## config.mk

```make
export PLATFORM = sky130hd
export DESIGN_NAME = encr_payload_read_ctrl
export DESIGN_NICKNAME = d
export VERILOG_FILES = /design/src/rtl/encr_payload_read_ctrl_pkg.sv /design/src/rtl/encr_justif_decider.sv /design/src/rtl/encr_payload_read_ctrl.sv
export SDC_FILE = /design/constraint.sdc
export NUM_CORES = 1
export LEC_CHECK = 0
export CORE_MARGIN = 3
export CORE_UTILIZATION = 36
export CTS_CLUSTER_SIZE = 16
export DETAILED_ROUTE_END_ITERATION = 6
export PLACE_DENSITY = 0.8
export SLEW_MARGIN = 20
export SYNTH_ARGS = -nofsm -noshare
export SYNTH_HDL_FRONTEND = slang
export SYNTH_SLANG_ARGS = --single-unit
export TNS_END_PERCENT = 5
```

## constraint.sdc

```tcl
create_clock -name i_clock -period 1.6 [get_ports i_clock]
set_input_delay 0.32 -clock i_clock [delete_from_list [all_inputs] [get_ports i_clock]]
set_output_delay 0.32 -clock i_clock [all_outputs]
set_load 0.005 [all_outputs]
```

## src/rtl/encr_payload_read_ctrl_pkg.sv

```systemverilog
// encr_payload_read_ctrl_pkg: justification and state encodings shared with the frame mapper and deframer
package encr_payload_read_ctrl_pkg;
  localparam logic [1:0] JC_NONE = 2'b00;
  localparam logic [1:0] JC_POS  = 2'b01;
  localparam logic [1:0] JC_NEG  = 2'b10;
  localparam logic [0:0] ST_IDLE = 1'b0;
  localparam logic [0:0] ST_RUN  = 1'b1;
endpackage

```

## src/rtl/encr_justif_decider.sv

```systemverilog
// encr_justif_decider: fill level vs thresholds -> justification, sampled once per frame
module encr_justif_decider
  import encr_payload_read_ctrl_pkg::*;
#(
  parameter int NB_ADRESS = 3
) (
  input  logic                 clk,
  input  logic                 rst,
  input  logic                 clear,
  input  logic                 sample,
  input  logic [NB_ADRESS-1:0] level,
  input  logic [NB_ADRESS-1:0] low,
  input  logic [NB_ADRESS-1:0] high,
  output logic [1:0]           decision,
  output logic [1:0]           justif
);
  // low wins when the thresholds overlap
  assign decision = (level <= low) ? JC_POS : (level >= high) ? JC_NEG : JC_NONE;
  always_ff @(posedge clk)
    if (rst || clear) justif <= JC_NONE;
    else if (sample) justif <= decision;
endmodule

```

## src/rtl/encr_payload_read_ctrl.sv

```systemverilog
// encr_payload_read_ctrl: slot-map driven stop-read for the encryption payload FIFO with one justification pair.
// Define ENCR_PAYLOAD_READ_CTRL_STATS_EN to build the pjo/njo event counters.
module encr_payload_read_ctrl
  import encr_payload_read_ctrl_pkg::*;
#(
  parameter int NB_ADRESS  = 3,
  parameter int N_SLOTS    = 16,
  parameter int NB_SLOT    = 4,
  parameter int N_OVH      = 2,
  parameter int NB_COUNTER = 16
) (
  input  logic                  i_clock,
  input  logic                  i_reset,
  input  logic                  i_rf_static_enable,
  input  logic [NB_ADRESS-1:0]  i_fifo_level,
  input  logic [NB_ADRESS-1:0]  i_rf_static_start_level,
  input  logic [NB_ADRESS-1:0]  i_rf_static_low_threshold,
  input  logic [NB_ADRESS-1:0]  i_rf_static_high_threshold,
  input  logic                  i_frame_sync,
  output logic                  o_stop_read,
  output logic                  o_frame_start,
  output logic                  o_ovh_slot,
  output logic [1:0]            o_justif_ctrl,
  output logic                  o_running,
  output logic [NB_COUNTER-1:0] o_rf_static_pjo_counter,
  output logic [NB_COUNTER-1:0] o_rf_static_njo_counter
);
  localparam logic [NB_SLOT-1:0] LAST = NB_SLOT'(N_SLOTS - 1);
  localparam logic [NB_SLOT-1:0] NJO  = NB_SLOT'(N_OVH - 1);
  localparam logic [NB_SLOT-1:0] PJO  = NB_SLOT'(N_OVH);
  logic [0:0]         state;
  logic [NB_SLOT-1:0] slot;
  logic [1:0]         justif;
  logic [1:0]         decision;
  logic               running;
  logic               sample;
  assign running = state == ST_RUN;
  // a sync in the last slot discards the decision instead of latching it
  assign sample  = running && slot == LAST && !i_frame_sync;
  always_ff @(posedge i_clock)
    if (i_reset || !i_rf_static_enable) begin
      state <= ST_IDLE;
      slot  <= '0;
    end else if (!running) begin
      state <= (i_fifo_level >= i_rf_static_start_level) ? ST_RUN : ST_IDLE;
      slot  <= '0;
    end else slot <= (i_frame_sync || slot == LAST) ? '0 : slot + NB_SLOT'(1);
  encr_justif_decider #(.NB_ADRESS(NB_ADRESS)) u_decider (
    .clk      (i_clock),
    .rst      (i_reset),
    .clear    (!i_rf_static_enable || !running || i_frame_sync),
    .sample   (sample),
    .level    (i_fifo_level),
    .low      (i_rf_static_low_threshold),
    .high     (i_rf_static_high_threshold),
    .decision (decision),
    .justif   (justif)
  );
  assign o_stop_read   = !running || slot < NJO || (slot == NJO && justif != JC_NEG) ||
                         (slot == PJO && justif == JC_POS);
  assign o_frame_start = running && slot == '0;
  assign o_ovh_slot    = running && slot < PJO;
  assign o_justif_ctrl = justif;
  assign o_running     = running;
`ifdef ENCR_PAYLOAD_READ_CTRL_STATS_EN
  // counted on the edge that opens the justified frame
  always_ff @(posedge i_clock)
    if (i_reset || !i_rf_static_enable) begin
      o_rf_static_pjo_counter <= '0;
      o_rf_static_njo_counter <= '0;
    end else if (sample) begin
      o_rf_static_pjo_counter <= o_rf_static_pjo_counter + NB_COUNTER'(decision == JC_POS);
      o_rf_static_njo_counter <= o_rf_static_njo_counter + NB_COUNTER'(decision == JC_NEG);
    end
`else
  logic decision_unused;
  assign decision_unused = ^decision;
  assign o_rf_static_pjo_counter = '0;
  assign o_rf_static_njo_counter = '0;
`endif
endmodule

```

==> flow_metrics.tcl <==
set metrics [dict create \
    final_util_pct 51.3 \
    instances_no_fill 155 \
    grt_usage_pct 13.6 \
    drive_gt1_share_pct 22.7 \
    maxCapViolCount 0 \
    timing.rr.start "slot[0]$_SDFF_PP0_" \
    power_switching_share_pct 28.0 \
    ys_ff_latch 7 \
    net-switching-power_w 0.000135 \
    p_int_w 0.000348 \
    diodes 0 \
    holdPathStages 3 \
    synthDistinctLibCells 24 \
    htreeDepth 1 \
    setup.worst_path.start_class "flop" \
    fin_area_um2 1070 \
    grt_first_pass_wirelength_mm 2.79 \
    first_iter_violations 3 \
    place_inst 151 \
    placed_area_um2 1000 \
    p_comb_share_pct 29.6 \
    cpPeakStageDelay_ps 350 \
    synthArstFlopShare_pct 0 \
    critical_path.max_fanout 3 \
    ys.flop_type "dfxtp_1" \
    ios 54 \
    finalWeightedCongestion 0.812 \
    wirelength_mm 1.73 \
    clock_latency_ps 250 \
    multiInputGateArea_um2 561 \
    cts.path.max_buffers 2 \
    vdd_ir_drop_max_uv 212 \
    hold_viol_final 0 \
    period_share_pct 108 \
    regArea_um2 148 \
    num_rows 16 \
    nets 159 \
    fin_crit_ps 1730 \
    root_buffer "clkbuf_4" \
    cp.arrival_ps 1410 \
    power.static_leakage_nw 0.561 \
    p_clk_share_pct 33.7 \
    antenna_found_initial 0 \
    reg2reg_depth 6 \
    core_um2 2080 \
    dieArea_um2 2920 \
    synth_edf_count 0 \
    cts_sinks 7 \
    ant_nets 0 \
    ctsHoldBuffers 0 \
    worstPathCellList "inv_2, ha_4, a21o_1, a221oi_2, o31ai_1, buf_2" \
    wire_per_inst_um 11.2 \
    rsz0062_at_grt "yes" \
    vias 648 \
    fp.dieW_um 54.1 \
    setup.worst_path.start "slot[1]$_SDFF_PP0_" \
    drc 0 \
    grt_max_degree 6 \
    syn_inst 97 \
    sequentialPowerShare_pct 36.7 \
    synth_warnings 0 \
    crit_slowest_cell "dfxtp_2" \
    violations "setup timing" \
    portBuffers 21 \
    vias_per_cell 4.18 \
    worst_slack_ps -131 \
    nFillCells 194 \
    cp-end-kind "primary output" \
    required_ps 1280 \
    drv_slew 0 \
    numCtsBuffers 3 \
    ff2ff_setup_slack_ps 330 \
    p_per_area_nw_per_um2 452 \
    finClkSkew_ps 10.4 \
    hold_path.class "flop to flop" \
    criticalPathCategory "flop to primary output" \
    hp-start "u_decider.justif[1]$_SDFFE_PP0P_" \
    first_pass_iters 2 \
    fmax_mhz 578 \
    overflow 0 \
    outcome "finished, violations left" \
    cts_tree "done" \
    syn_area_um2 832 \
    clk_pin_slew_ps 60 \
    area_delta_synth_final_pct 28.3 \
    syn_avg_cell_area_um2 8.58 \
    finalSetupViolCount 1 \
    hpwl_mm 1.42 \
    initial_core_util_pct 40.0 \
    seq_area_frac_synth_pct 16.8 \
    die_h_um 54.1 \
    first_global_vias 655 \
]
[layer usage]
| metal | global-route usage, % | wire length (µm) | vias up |
|---|---|---|---|
| met5 | 0 | 0 | - |
| met4 | 7.47 | 44 | 0 |
| met3 | 3.60 | 143 | 6 |
| met2 | 25.0 | 944 | 35 |
| met1 | 13.8 | 596 | 292 |
| li1 | - | - | 315 |
[flip-flops by register name, summed over array words and instances (netlist names)]
| register | flops |
|---|---|
| o_running | 1 |
| slot | 4 |
| u_decider.justif | 2 |
[kinds of logic after synthesis]
group,after synthesis,synth area share (%)
adder cells (fa/ha/maj),14,21.1
buffers and inverters,43,33.8
AO/OA/AOI/OAI,12,11.1
flip-flops,7,16.8
XOR/XNOR,2,2.11
other,1,0.451
AND/OR/NAND/NOR,18,14.6
[final timing paths]
check / to
setup / recovery: o_stop_read
hold / removal: u_decider.justif[1]$_SDFFE_PP0P_
setup reg to reg: u_decider.justif[1]$_SDFFE_PP0P_
hold reg to reg: u_decider.justif[1]$_SDFFE_PP0P_
[power by group through the flow]
stage	sequential, W	clock [W]	combinational [W]
CTS	0.000177	0.000165	0.000137
global route	0.000178	0.000178	0.000164
global placement	0.000182	0	0.000126
detailed placement	0.000182	0	0.000132
finish	0.000177	0.000163	0.000143
floorplan	0.000183	0	0.000121
[placed cells by master (no fill, tap or decap), drive strengths merged, types with 2 or more instances in the layout]
master | synthesis | final
o21a | 2 | 2
a21oi | 2 | 2
nand3 | 3 | 3
dfxtp | 7 | 7
buf | 32 | 8
clkbuf | 0 | 5
nor2 | 4 | 4
inv | 11 | 11
dlymetal6s2s | 0 | 2
conb | 1 | 32
ha | 14 | 14
a21o | 3 | 3
nand2b | 3 | 3
nor2b | 2 | 2
and3 | 2 | 2
clkdlybuf4s50 | 0 | 16
[synth_stat cells (2+ instances only)]
master,n,share of area (%)
a21o_1,3,2.7
a21oi_1,2,1.2
and3_2,2,1.8
buf_4,32,29
dfxtp_1,7,17
ha_1,14,21
inv_1,11,5.0
nand2b_1,3,2.3
nand3_1,3,1.8
nor2_1,4,1.8
nor2b_1,2,1.5
o21a_1,2,1.8
[worst max-delay path, delay by kind of cell, from the launching register on]
family | cells | cell delay (ps)
AOI/OAI and AO/OA | 3 | 480
adders and majority gates | 1 | 160
DFF | 1 | 350
buffers and inverters | 2 | 180
[area by class of cell]
cell class / count / share of cell area (%)
flip-flops and latches: 7 / 13.8
well taps: 27 / 3.17
clock buffers: 4 / 2.46
repair buffers: 28 / 24.2
multi-input cells: 78 / 52.5
inverters: 11 / 3.87
[timing repair]
action | 4_1_cts | 5_1_grt
buffers inserted | 0 | 0
resized for setup | 19 | 7
pin swaps | 4 | 3
endpoints found under the setup margin | 5 | 7
[stage by stage]
stage               TNS, ps  worst slack [ps]  total power (W)  hold WS, ps
detailed placement    -1060              -290         0.000314          540
finish                 -131              -131         0.000482          550
global route           -260              -245         0.000520          581
floorplan                 0               148         0.000304          396
CTS                    -183              -145         0.000479          554
global placement       -878              -258         0.000308          541
(Power assumes the default switching activity.)
